===== config.mk =====
export PLATFORM = sky130hd
export DESIGN_NAME = ariscv_aclk_monitor_flat
export DESIGN_NICKNAME = d
export VERILOG_FILES = /design/src/rtl/ariscv_aclk_monitor_pkg.sv /design/src/rtl/ariscv_aclk_monitor_if.sv /design/src/rtl/ariscv_aclk_monitor_sync.sv /design/src/rtl/ariscv_aclk_monitor.sv /design/src/flat_wrapper.sv
export SDC_FILE = /design/constraint.sdc
export NUM_CORES = 1
export LEC_CHECK = 0
export CAP_MARGIN = 10
export CORE_ASPECT_RATIO = 1.4
export CORE_MARGIN = 2
export CORE_UTILIZATION = 35
export CTS_CLUSTER_DIAMETER = 150
export DETAILED_ROUTE_END_ITERATION = 10
export GPL_TIMING_DRIVEN = 0
export PLACE_DENSITY_LB_ADDON = 0.2
export SETUP_SLACK_MARGIN = 0.4
export SLEW_MARGIN = 20
export SYNTH_ARGS = -nofsm -noshare
export SYNTH_HDL_FRONTEND = slang
export SYNTH_HIERARCHICAL = 1
export SYNTH_SLANG_ARGS = --single-unit

===== constraint.sdc =====
create_clock -name clk -period 3.73 [get_ports clk]
set_input_delay 0.746 -clock clk [delete_from_list [all_inputs] [get_ports clk]]
set_output_delay 0.746 -clock clk [all_outputs]
set_load 0.02 [all_outputs]

===== src/rtl/ariscv_aclk_monitor_pkg.sv =====
// Shared constants for the asynchronous-pipeline clock monitor: stage indices
// of the control path and default sizing.
package ariscv_mon_pkg;

  localparam int STG_PC_FD  = 0;
  localparam int STG_FD_DE  = 1;
  localparam int STG_DE_EM  = 2;
  localparam int STG_EM_MW  = 3;
  localparam int STG_EM_PC  = 4;
  localparam int STG_MW_REG = 5;

  localparam int N_STAGES_DEF    = 6;
  localparam int CNT_W_DEF       = 32;
  localparam int SYNC_STAGES_DEF = 2;
  localparam int TIMEOUT_DEF     = 1024;

  // A single-stage monitor still needs a 1-bit select port.
  function automatic int sel_width(input int n_stages);
    return (n_stages > 1) ? $clog2(n_stages) : 1;
  endfunction

  // Arm counter must be able to hold SYNC_STAGES+1.
  function automatic int arm_width(input int sync_stages);
    return $clog2(sync_stages + 2);
  endfunction

endpackage


===== src/rtl/ariscv_aclk_monitor_if.sv =====
// Monitor-side bundle: sampled stage clocks and controls in, debug
// observation (counts, edge pulses, stall/arming status) out.
interface ariscv_aclk_monitor_if
  import ariscv_mon_pkg::*;
#(
  parameter int N_STAGES = N_STAGES_DEF,
  parameter int CNT_W    = CNT_W_DEF,
  parameter int SEL_W    = sel_width(N_STAGES)
);

  logic [N_STAGES-1:0] i_aclk;
  logic                i_en;
  logic                i_clr;
  logic [SEL_W-1:0]    i_sel;
  logic [CNT_W-1:0]    o_cnt;
  logic [N_STAGES-1:0] o_edge;
  logic                o_stall;
  logic                o_armed;

  modport master (
    output i_aclk, i_en, i_clr, i_sel,
    input  o_cnt, o_edge, o_stall, o_armed
  );

  modport slave (
    input  i_aclk, i_en, i_clr, i_sel,
    output o_cnt, o_edge, o_stall, o_armed
  );

endinterface


===== src/rtl/ariscv_aclk_monitor_sync.sv =====
// Single-bit synchronizer for one local stage clock, with a previous-value
// flop so a rising edge shows up as a one-cycle level in the clk domain.
module ariscv_sync_edge #(
  parameter int SYNC_STAGES = 2
) (
  input  logic clk,
  input  logic rst_sync,
  input  logic aclk,
  output logic rise
);

  logic [SYNC_STAGES-1:0] sync_r;
  logic                   prev_r;

  // Synchronizer chain; prev_r lags the synchronized value by one cycle.
  always_ff @(posedge clk) begin
    if (rst_sync) begin
      sync_r <= '0;
      prev_r <= 1'b0;
    end else begin
      sync_r <= {sync_r[SYNC_STAGES-2:0], aclk};
      prev_r <= sync_r[SYNC_STAGES-1];
    end
  end

  assign rise = sync_r[SYNC_STAGES-1] & ~prev_r;

endmodule


===== src/rtl/ariscv_aclk_monitor.sv =====
// Observer for the self-timed pipeline: counts rising edges of each local
// stage clock in the clk domain and flags a stall when nothing fires.
module ariscv_aclk_monitor
  import ariscv_mon_pkg::*;
#(
  parameter int N_STAGES    = N_STAGES_DEF,
  parameter int CNT_W       = CNT_W_DEF,
  parameter int SYNC_STAGES = SYNC_STAGES_DEF,
  parameter int TIMEOUT     = TIMEOUT_DEF,
  parameter int TO_W        = $clog2(TIMEOUT + 1),
  parameter int SEL_W       = sel_width(N_STAGES)
) (
  input  logic                  clk,
  input  logic                  rst_sync,
  ariscv_aclk_monitor_if.slave  mon
);

  localparam int                ARM_W    = arm_width(SYNC_STAGES);
  localparam logic [ARM_W-1:0]  ARM_LAST = ARM_W'(SYNC_STAGES);
  localparam logic [TO_W-1:0]   TO_MAX   = TO_W'(TIMEOUT);
  localparam logic [CNT_W-1:0]  CNT_MAX  = {CNT_W{1'b1}};

  logic [N_STAGES-1:0] rise_s;
  logic [N_STAGES-1:0] edge_r;
  logic [N_STAGES-1:0] o_edge_r;
  logic [ARM_W-1:0]    arm_r;
  logic                armed_r;
  logic [CNT_W-1:0]    cnt_r [N_STAGES];
  logic [TO_W-1:0]     to_r;
  logic                stall_r;
  logic [SEL_W-1:0]    sel_s;
  logic [CNT_W-1:0]    rd_s;
  logic [CNT_W-1:0]    cnt_rd_r;

  for (genvar g = 0; g < N_STAGES; g++) begin : g_sync
    ariscv_sync_edge #(
      .SYNC_STAGES (SYNC_STAGES)
    ) u_sync_edge (
      .clk      (clk),
      .rst_sync (rst_sync),
      .aclk     (mon.i_aclk[g]),
      .rise     (rise_s[g])
    );
  end

  // Arming: a stage clock held high through reset reaches the end of the
  // synchronizer as a fake rising edge; it is dropped while still unarmed.
  always_ff @(posedge clk) begin
    if (rst_sync) begin
      arm_r   <= '0;
      armed_r <= 1'b0;
    end else begin
      if (!armed_r) begin
        arm_r <= arm_r + 1'b1;
      end else begin
        arm_r <= arm_r;
      end
      armed_r <= armed_r | (arm_r == ARM_LAST);
    end
  end

  // Edge capture stage; o_edge follows edges regardless of i_en or i_clr.
  always_ff @(posedge clk) begin
    if (rst_sync) begin
      edge_r   <= '0;
      o_edge_r <= '0;
    end else begin
      edge_r   <= armed_r ? rise_s : '0;
      o_edge_r <= edge_r;
    end
  end

  // Per-stage saturating counters, idle timeout and sticky stall flag.
  // i_clr outranks a coincident edge so a clear always leaves zero.
  always_ff @(posedge clk) begin
    if (rst_sync || mon.i_clr) begin
      for (int i = 0; i < N_STAGES; i++) begin
        cnt_r[i] <= '0;
      end
      to_r    <= '0;
      stall_r <= 1'b0;
    end else begin
      if (armed_r && mon.i_en) begin
        for (int i = 0; i < N_STAGES; i++) begin
          if (edge_r[i] && (cnt_r[i] != CNT_MAX)) begin
            cnt_r[i] <= cnt_r[i] + 1'b1;
          end
        end
        if (|edge_r) begin
          to_r <= '0;
        end else if (to_r != TO_MAX) begin
          to_r <= to_r + 1'b1;
        end
      end
      if (to_r == TO_MAX) begin
        stall_r <= 1'b1;
      end
    end
  end

  assign sel_s = mon.i_sel;

  // Read mux; selects beyond the last stage read as zero.
  always_comb begin
    rd_s = '0;
    for (int i = 0; i < N_STAGES; i++) begin
      if (sel_s == SEL_W'(i)) begin
        rd_s = cnt_r[i];
      end else begin
        rd_s = rd_s;
      end
    end
  end

  // Registered read port.
  always_ff @(posedge clk) begin
    if (rst_sync) begin
      cnt_rd_r <= '0;
    end else begin
      cnt_rd_r <= rd_s;
    end
  end

  assign mon.o_cnt   = cnt_rd_r;
  assign mon.o_edge  = o_edge_r;
  assign mon.o_stall = stall_r;
  assign mon.o_armed = armed_r;

endmodule

===== src/flat_wrapper.sv =====
// flat-port wrapper written by rule: the top's interface ports become plain ports
module ariscv_aclk_monitor_flat import ariscv_mon_pkg::*;
#(
  parameter int N_STAGES    = N_STAGES_DEF,
  parameter int CNT_W       = CNT_W_DEF,
  parameter int SYNC_STAGES = SYNC_STAGES_DEF,
  parameter int TIMEOUT     = TIMEOUT_DEF,
  parameter int TO_W        = $clog2(TIMEOUT + 1),
  parameter int SEL_W       = sel_width(N_STAGES)
)
  (clk, rst_sync, mon_i_aclk, mon_i_en, mon_i_clr, mon_i_sel, mon_o_cnt, mon_o_edge, mon_o_stall, mon_o_armed);
  ariscv_aclk_monitor_if #(.N_STAGES(N_STAGES), .CNT_W(CNT_W), .SEL_W(SEL_W)) mon_i ();
  input  logic clk;
  input  logic rst_sync;
  input wire logic [$bits(mon_i.i_aclk)-1:0] mon_i_aclk;
  input wire logic [$bits(mon_i.i_en)-1:0] mon_i_en;
  input wire logic [$bits(mon_i.i_clr)-1:0] mon_i_clr;
  input wire logic [$bits(mon_i.i_sel)-1:0] mon_i_sel;
  output wire logic [$bits(mon_i.o_cnt)-1:0] mon_o_cnt;
  output wire logic [$bits(mon_i.o_edge)-1:0] mon_o_edge;
  output wire logic [$bits(mon_i.o_stall)-1:0] mon_o_stall;
  output wire logic [$bits(mon_i.o_armed)-1:0] mon_o_armed;
  assign mon_i.i_aclk = mon_i_aclk;
  assign mon_i.i_en = mon_i_en;
  assign mon_i.i_clr = mon_i_clr;
  assign mon_i.i_sel = mon_i_sel;
  assign mon_o_cnt = mon_i.o_cnt;
  assign mon_o_edge = mon_i.o_edge;
  assign mon_o_stall = mon_i.o_stall;
  assign mon_o_armed = mon_i.o_armed;
  ariscv_aclk_monitor #(.N_STAGES(N_STAGES), .CNT_W(CNT_W), .SYNC_STAGES(SYNC_STAGES), .TIMEOUT(TIMEOUT), .TO_W(TO_W), .SEL_W(SEL_W)) u_core (.clk(clk), .rst_sync(rst_sync), .mon(mon_i));
endmodule

Word-level counts from Yosys, hierarchy flattened

Memory sizes are Yosys's and may differ from the RTL's.
Index checks and enable logic that the tools add are counted.

Output and inout bits: 40
Memories kept: 1
Logic and storage cells: 115
Flip-flop bits (word level): 77
Bits in writable memories: 192
Bits of input ports: 13

Bitwise operators: 20
Reductions and logical operators: 13
Add/sub/neg operators: 8
Eq/ne operators: 14
Muxes and demuxes: 40

Memory list:

| memory       | depth | width | read ports | clocked after Yosys merged registers in | wr ports | RTL line                  | source |
|---|---|---|---|---|---|---|---|
| u_core.cnt_r | 6     | 32    | 6          | 0                                       | 6        | ariscv_aclk_monitor.sv:28 | `logic [CNT_W-1:0] cnt_r [N_STAGES];` |

Operators by type and width:

| operator                                      | count |
|---|---|
| 2-to-1 mux 32 bit                             | 12 |
| adder 32 x 1 -> 32 bit, second input constant | 6 |
| inequality test 32 bit, second input constant | 6 |
| 2-to-1 mux 1 bit                              | 26 |
| 2-to-1 mux 11 bit                             | 2 |
| adder 11 x 1 -> 11 bit, second input constant | 1 |
| == test 11 bit, second input constant         | 1 |
| inequality test 11 bit, second input constant | 1 |
| logical AND 1 bit                             | 7 |
| inverter 1 bit                                | 7 |
| bitwise OR 1 bit                              | 7 |
| bitwise AND 1 bit                             | 6 |
| == test 3 x 2 -> 1 bit, second input constant | 2 |
| == test 3 bit, second input constant          | 2 |
| OR reduction 6 bit                            | 1 |
| == test 3 x 1 -> 1 bit, second input constant | 1 |
| logical NOT 3 bit                             | 1 |
| adder 2 x 1 -> 2 bit, second input constant   | 1 |
| == test 2 bit, second input constant          | 1 |
| AND reduction 2 bit                           | 1 |
| nonzero test 2 bit                            | 1 |
| OR reduction 2 bit                            | 1 |
| logical OR 1 bit                              | 1 |

Logic depth before layout (Yosys ltp)

Gate-level depths: netlist of the first run.

Depth after elaboration: 7
Gate-level depth with buffers: 9
Mapped depth without buffers: 6

Modules after synthesis

The synthesis of the first run kept the hierarchy.

Modules (own cells, without submodules):

| module              | times used | sequential area each (sq um) | area an instance (sq um) | cells each |
|---|---|---|---|---|
| ariscv_aclk_monitor | 1          | 6946.7                       | 13409.1                  | 1282 |
| ariscv_sync_edge    | 6          | 60.1                         | 87.6                     | 7 |

Worst setup path after synthesis of the first run

Ideal clock, no wire load.

Kind: input-to-reg
Start: input mon_i_en
End: memory u_core/cnt_r[3][0] (netlist name) (enable)
Setup slack: -0.171 ns
Setup time: 0.466 ns
Buffers on the path: 1
Arrival time: 3.435 ns
Stages on the path: 4
Data required time: 3.264 ns
Cell sequence: and2_1 -> clkbuf_1 -> nand2_1 -> o21ai_0

RTL lines:

| element            | RTL line                  | source |
|---|---|---|
| start: declaration | flat_wrapper.sv:16        | `input wire logic [$bits(mon_i.i_en)-1:0] mon_i_en;` |
| end: declaration   | ariscv_aclk_monitor.sv:28 |  |

Worst setup path after layout of the first run

Start: input mon_i_sel[2]
End: register u_core.cnt_rd_r[28] (netlist: u_core/mon.o_cnt[28])

Cells in the longest elaborated chain, start to end: 7
Elaborated cells on any way between the ends: 12
Those cells by class: eq/ne (5); mux (6); reduce/logical (1)

Ends and longest elaborated chain:

| element                        | RTL line                   | source |
|---|---|---|
| start: declaration             | flat_wrapper.sv:18         | `input wire logic [$bits(mon_i.i_sel)-1:0] mon_i_sel;` |
| logical NOT 3 bit              | ariscv_aclk_monitor.sv:107 | `if (sel_s == SEL_W'(i)) begin` |
| 2-to-1 mux 32 bit (5 in a row) | ariscv_aclk_monitor.sv:107 |  |
| 2-to-1 mux 32 bit (*)          | ariscv_aclk_monitor.sv:107 |  |
| end signal: assignment         | ariscv_aclk_monitor.sv:120 | `cnt_rd_r <= rd_s;` |
| end: declaration               | ariscv_aclk_monitor.sv:33  | `logic [CNT_W-1:0] cnt_rd_r;` |

Every way passes the cells marked *; elsewhere a longest branch is shown, timed or not.
A chain may end at the register's enable or synchronous reset.

==> summary.md, run 1 <==
| Metric | Value |
|---|---|
| Vias per cell | 5.40 |
| Max incr delay on CP | 0.61 ns |
| Share of the synthesized area in the top cell type | 41.4% |
| IO Port Bufs | 52 |
| First-pass GRT wire length | 60,500 um |
| # hold bufs at CTS | 0 |
| Post-Place Setup Slack | -0.239 ns |
| Number of synthesized flops with an enable pin | 192 |
| # rows | 86 |
| Post-synth top cells | nor2_1 (232), edfxtp_1 (192), xor2_1 (120) |
| Die Wd | 173 um |
| Avg WL per Cell | 20.0 um |
| Crit path cell chain | clkdlybuf4s50_1 -> inv_1 -> nor2_2 -> and2_0 -> clkbuf_1 -> clkbuf_1 -> a22oi_1 -> a31oi_1 |
| Most frequent CP cell | clkbuf_1 |
| Total Routing Usage GR | 18.8% |
| Pins Over Slew Limit | 0 |
| Die Y | 240 um |
| Fin. Hold Viols | 0 |
| Cts bufs inserted | 29 |
| Worst IR Drop VDD | 368 uV |
| Slew margin rel. | 27.0% |
| Synth cell types | 60 |
| # diodes | 0 |
| Syn Inst Count | 1,324 |
| Static Leak | 0.00532 uW |
| Placer Congestion | 0.845 |
| Layout cells sized above 1 | 9.98% |
| MaxCap Viol Count | 0 |
| H-tree depth | 1 |
| CTS Root Cell | clkbuf_16 |
| Critical path peak fanout | 10 |
| Syn nets | 1,346 |
| Crit path from | mon_i_sel[2] |
| Pwr Total | 7030 uW |
| CTS tree | built |
| Post CTS Setup Buffer Count | 0 |
| Final min period | 2.85 ns |
| Initial Utilization | 35.5% |
| Final setup violation count | 0 |
| Fmax | 0.351 GHz |
| Largest area contributor in the netlist | edfxtp_1 |
| First-pass DRT Iterations | 6 |
| DRC | 0 |
| CP bufs+invs | 4 |
| FF+latch count, synth | 269 |
| Initial drt markers | 990 |
| Status | finished clean |
| Initial antenna violation count | 0 |
| Reg clk slew, reported paths | 0.06 ns |
| Worst r2r src | u_core/cnt_r[5][10] |
| Pwr dens | 431 nW/um^2 |
| Synth warn | 6 |
| Fin Hold WS | 0.438 ns |
| Ys flop type | edfxtp_1 |
| IO Count | 53 |
| CP endpoint kind | register |
| Final WL | 39,300 um |
| CP required | 4.18 ns |
| Worst Slack Setup Final | 0.884 ns |
| Finished Core Util | 41.5% |
| Mapped Area | 13,900 sq um |
| Post-synthesis sequential area ratio | 52.4% |
| Hold Path Class | reg -> reg |
| Synth area leaders | edfxtp_1 (41%), dfxtp_1 (11%), xor2_1 (7.5%) |
| Overflow after GRT | 0 |
| Setup TNS Final | 0 ns |
| Sink Count | 269 |
| Startpoint Class | primary input |
| Die area | 41,400 sq um |
| Worst Tran Pin Value | 1.09 ns |
| Vias in the first global route | 10,197 |
| Final clock skew | 0.0109 ns |
| Clock Path Buffers | 3 |
| Area grow syn2layout | 16.9% |
| Detailed placer's ending HPWL | 29,400 um |
| Crit path max-delay family | buffers and inverters |
| Clock Latency Late Sink | 0.57 ns |
| Post-Syn Area per Cell | 10.5 sq um |
| Ys async rst share | 0% |
| CP Class | in -> reg |
| Largest net degree at the start of global routing | 33 |
| Vias | 10,580 |
| Most common cell in the netlist | nor2_1 |
| NumNets Final | 1,432 |
| Tcrit/Tclk final | 76.3% |
| Core Area | 39,300 sq um |
| Post-route ant nets | 0 |
| RSZ-0062 raised after global routing | no |
| Slowest CP cell | clkdlybuf4s50_1 |
| Critical path arrival | 3.30 ns |
| Hold Startpoint | u_core/g_sync[0].u_sync_edge/sync_r[0] |
==> logic make-up after synthesis <==
logic type | after synthesis | synth area share, %
AO/OA/AOI/OAI | 144 | 7.22
XOR/XNOR | 176 | 11.1
adder cells (fa/ha/maj) | 9 | 0.808
buffers and inverters | 81 | 2.86
flip-flops | 269 | 52.4
multiplexers | 19 | 2.25
AND/OR/NAND/NOR | 626 | 23.4
==> layer usage <==
metal / part of all wire (%) / wire (um) / vias to the layer above / track usage (%)
li1: - / - / 5033 / -
met1: 41 / 16000 / 5195 / 23.1
met3: 5.5 / 2160 / 61 / 2.39
met4: 3.5 / 1360 / 0 / 7.23
met2: 50 / 19800 / 291 / 33.7
met5: 0 / 0 / - / 0
==> worst reg2reg max path, stage by stage, from the launching register on <==
cell and delay [ns]:
edfxtp_1 0.49, nand4_1 0.30, nor4_2 0.65, nand3_1 0.23, nand3_1 0.15, nand2_2 0.50
==> stage by stage <==
stage / std cells / instance area [sq um]
floorplan: 1324 / 13900
global placement: 1904 / 15100
detailed placement: 1907 / 15200
CTS: 1961 / 16300
global route: 1961 / 16300
finish: 1961 / 16300
==> placed cells by master (no fill, tap or decap), types with 27 or more instances in the layout <==
| cell | n |
|---|---|
| xor2_1 | 120 |
| clkdlybuf4s50_1 | 51 |
| nor2_1 | 231 |
| nand4_1 | 68 |
| clkbuf_1 | 28 |
| xnor2_1 | 56 |
| nand3_1 | 92 |
| dfxtp_1 | 77 |
| and3_1 | 33 |
| clkbuf_16 | 36 |
| edfxtp_1 | 192 |
| a22oi_1 | 78 |
| nor2b_1 | 27 |
| nand2_1 | 60 |
==> state kept, by name, summed over array words and instances (netlist names) <==
name,count
u_core/cnt_r,192
u_core/arm_r,2
u_core/g_sync.u_sync_edge/prev_r,6
u_core/mon.o_edge,6
u_core/mon.o_cnt,32
u_core/mon.o_armed,1
u_core/to_r,11
u_core/edge_r,6
u_core/mon.o_stall,1
u_core/g_sync.u_sync_edge/sync_r,12
==> layout make-up <==
type                       instances  area [sq um]
timing repair buffer              55           586
fill                            3805         23000
sequential                       269          7310
inverter                          21          78.8
multi-input combinational        974          6270
tap                              528           661
clock inverter                     6          38.8
buffer                            60           319
clock buffer                      48          1040
==> report_power, final <==
group	switching (uW)	internal, uW
clock network	1230	1900
logic	254	171
registers	157	3320
total	1640	5390
==> worst paths after layout <==
check        slack (ns)                                     end  cells after the start
max                0.88                    u_core/mon.o_cnt[28]                      8
min                0.44  u_core/g_sync[0].u_sync_edge/sync_r[1]                      1
max reg2reg        0.94                     u_core/cnt_r[5][22]                      5
min reg2reg        0.44  u_core/g_sync[0].u_sync_edge/sync_r[1]                      1
==> what timing repair did <==
item | CTS | global route
resized for setup | 1 | 1
endpoints found under the setup margin | 92 | 6
pin swaps | 0 | 0
hold endpoints to repair | 0 | 0
Note: power is estimated with default switching activity, not from simulation.
==> run 2: changes to the inputs <==
Clock period 3.73 ns to 2.29 ns, I/O delays scaled along.
==> run 2 against run 1 <==
  * Die area stayed put
  * Largest cell class is now multi-input combinational cells
  * Total power is 69% higher
  * Utilization is 9.9 points higher
  * Setup slack worse by 0.71 ns
  * First-iteration DRC count is 0.81% lower
  * Critical path depth stayed put
  * Final cell count is 13% higher
  * Hold slack worse by 0.0024 ns
  * Highest routed layer is now met5
  * Non-clock buffer count is 244 higher
  * Critical path type is now reg -> reg
==> summary.md, run 2 (synthesis gave the netlist of run 1 again) <==
| Metric | Value |
|---|---|
| Status | finished clean |
| Fmax | 0.474 GHz |
| M2 GR Usage | 36.7% |
| Initial antenna violation count | 1 |
| Worst Slack Setup Final | 0.178 ns |
| Final WL | 46,500 um |
| Cts bufs inserted | 29 |
| Placed instance count | 1,904 |
| First-pass GRT wire length | 66,500 um |
| IO Count | 53 |
| Setup TNS Final | 0 ns |
| Critical path peak fanout | 5 |
| CP Class | reg -> reg |
| Largest net degree at the start of global routing | 20 |
| Final setup violation count | 0 |
| Worst IR Drop VDD | 623 uV |
| CP required | 2.62 ns |
| DRC | 0 |
| Layout cells sized above 1 | 35.3% |
| RSZ-0062 raised after global routing | yes |
| Pins Over Slew Limit | 0 |
| Commonest non-fill, non-tap cell in the layout | buf_4 |
| Fin. Hold Viols | 0 |
| Avg WL per Cell | 21.0 um |
| Final min period | 2.11 ns |
| Tcrit/Tclk final | 92.2% |
| Startpoint Class | register |
| Final clock skew | 0.0148 ns |
| H-tree depth | 1 |
| # hold bufs at CTS | 0 |
| Clock Latency Late Sink | 0.58 ns |
| Reg clk slew, reported paths | 0.07 ns |
| Die Y | 240 um |
| Fill count | 3,451 |
| IO Port Bufs | 52 |
| Hold Path Class | in -> reg |
| Slew margin rel. | 55.1% |
| Die Wd | 173 um |
| GR peak layer | met2 |
| Overflow after GRT | 0 |
| Worst Tran Pin Value | 0.673 ns |
| Total Routing Usage GR | 20.7% |
| Final instance area | 20,200 sq um |
| Pwr dens | 587 nW/um^2 |
| Final std cells w/o fill | 2,215 |
| Vias in the first global route | 11,166 |
| Most frequent cells in the layout | buf_4 (194), edfxtp_1 (192), nor2_1 (136) |
| CTS Root Cell | clkbuf_16 |
| CP endpoint kind | register |
| # rows | 86 |
| First-pass DRT Iterations | 5 |
| Initial drt markers | 982 |
| Most flop-heavy register | u_core/cnt_r |
| Met3 Usage GRT | 2.37% |
| Core Area | 39,300 sq um |
| Detailed placer's ending HPWL | 29,200 um |
| Vias per cell | 5.47 |
| Critical path arrival | 2.44 ns |
| Met1 Use GR | 25.0% |
| CTS tree | built |
| Placed inst area | 15,300 sq um |
| # diodes | 0 |
| Sink Count | 269 |
| NumNets Final | 1,686 |
| MaxCap Viol Count | 0 |
| Post-route ant nets | 0 |
| Post-Place Setup Slack | -1.36 ns |
| Die area | 41,400 sq um |
| Vias | 12,118 |
| Placer Congestion | 0.864 |
| Area grow syn2layout | 44.9% |
| Clock Path Buffers | 3 |
| Initial Utilization | 35.5% |
| Number of flip-flops in the largest register | 192 |
| Static Leak | 0.00795 uW |
-- run 2: layer usage --
metal  up-vias  wire length, um
met5         -                9
met2       470            23100
li1       5566                -
met1      5935            18200
met4         2             2730
met3       145             2430
-- run 2: through the flow --
stage / total power [uW] / utilization (%) / hold WS [ns]
finish: 11900 / 51.4 / 0.435
global route: 12200 / 51.4 / 0.432
CTS: 11800 / 45.5 / 0.414
detailed placement: 6460 / 38.8 / 0.425
global placement: 6450 / 38.8 / 0.427
floorplan: 6110 / - / 0.414
-- run 2: worst paths after layout --
check / from / endpoint / slack [ns] / cells after the start
setup / recovery: u_core/cnt_r[3][0] / u_core/cnt_r[3][18] / 0.18 / 8
hold / removal: rst_sync / u_core/g_sync[3].u_sync_edge/sync_r[1] / 0.44 / 2
setup reg to reg: u_core/cnt_r[3][0] / u_core/cnt_r[3][18] / 0.18 / 8
hold reg to reg: u_core/g_sync[4].u_sync_edge/sync_r[0] / u_core/g_sync[4].u_sync_edge/sync_r[1] / 0.44 / 1
-- run 2: power by group --
group / leakage, uW / total [uW] / internal [uW] / switching, uW
combinational: 0.00465 / 1070 / 463 / 608
sequential: 0.00277 / 5620 / 5410 / 210
clock: 0.000538 / 5170 / 3030 / 2150
total: 0.00795 / 11900 / 8900 / 2960
-- run 2: layout make-up --
type                            instances  area, sq um  area share (%)
Clock inverter                         15          104           0.514
Buffer                                 60          556            2.75
Sequential cell                       269         7310            36.2
Tap cell                              528          661            3.27
Multi-Input combinational cell        984         7640            37.8
Timing Repair Buffer                  299         2860            14.2
Clock buffer                           39          976            4.83
Inverter                               21         78.8           0.390
-- run 2: critical path, cell delays in order (launching register included) --
cell	delay, ns
edfxtp_1	0.41
ha_4	0.16
nand4_1	0.18
nor3_4	0.34
nand3_4	0.13
o21ai_4	0.31
buf_12	0.16
buf_12	0.13
nor2_1	0.05
-- run 2: what timing repair did --
action                                  4_1_cts  5_1_grt
resized for setup                           109      361
setup buffers                               114      120
pin swaps                                    50      120
gates cloned                                 11       12
hold endpoints to repair                      0        0
endpoints found under the setup margin      481      452
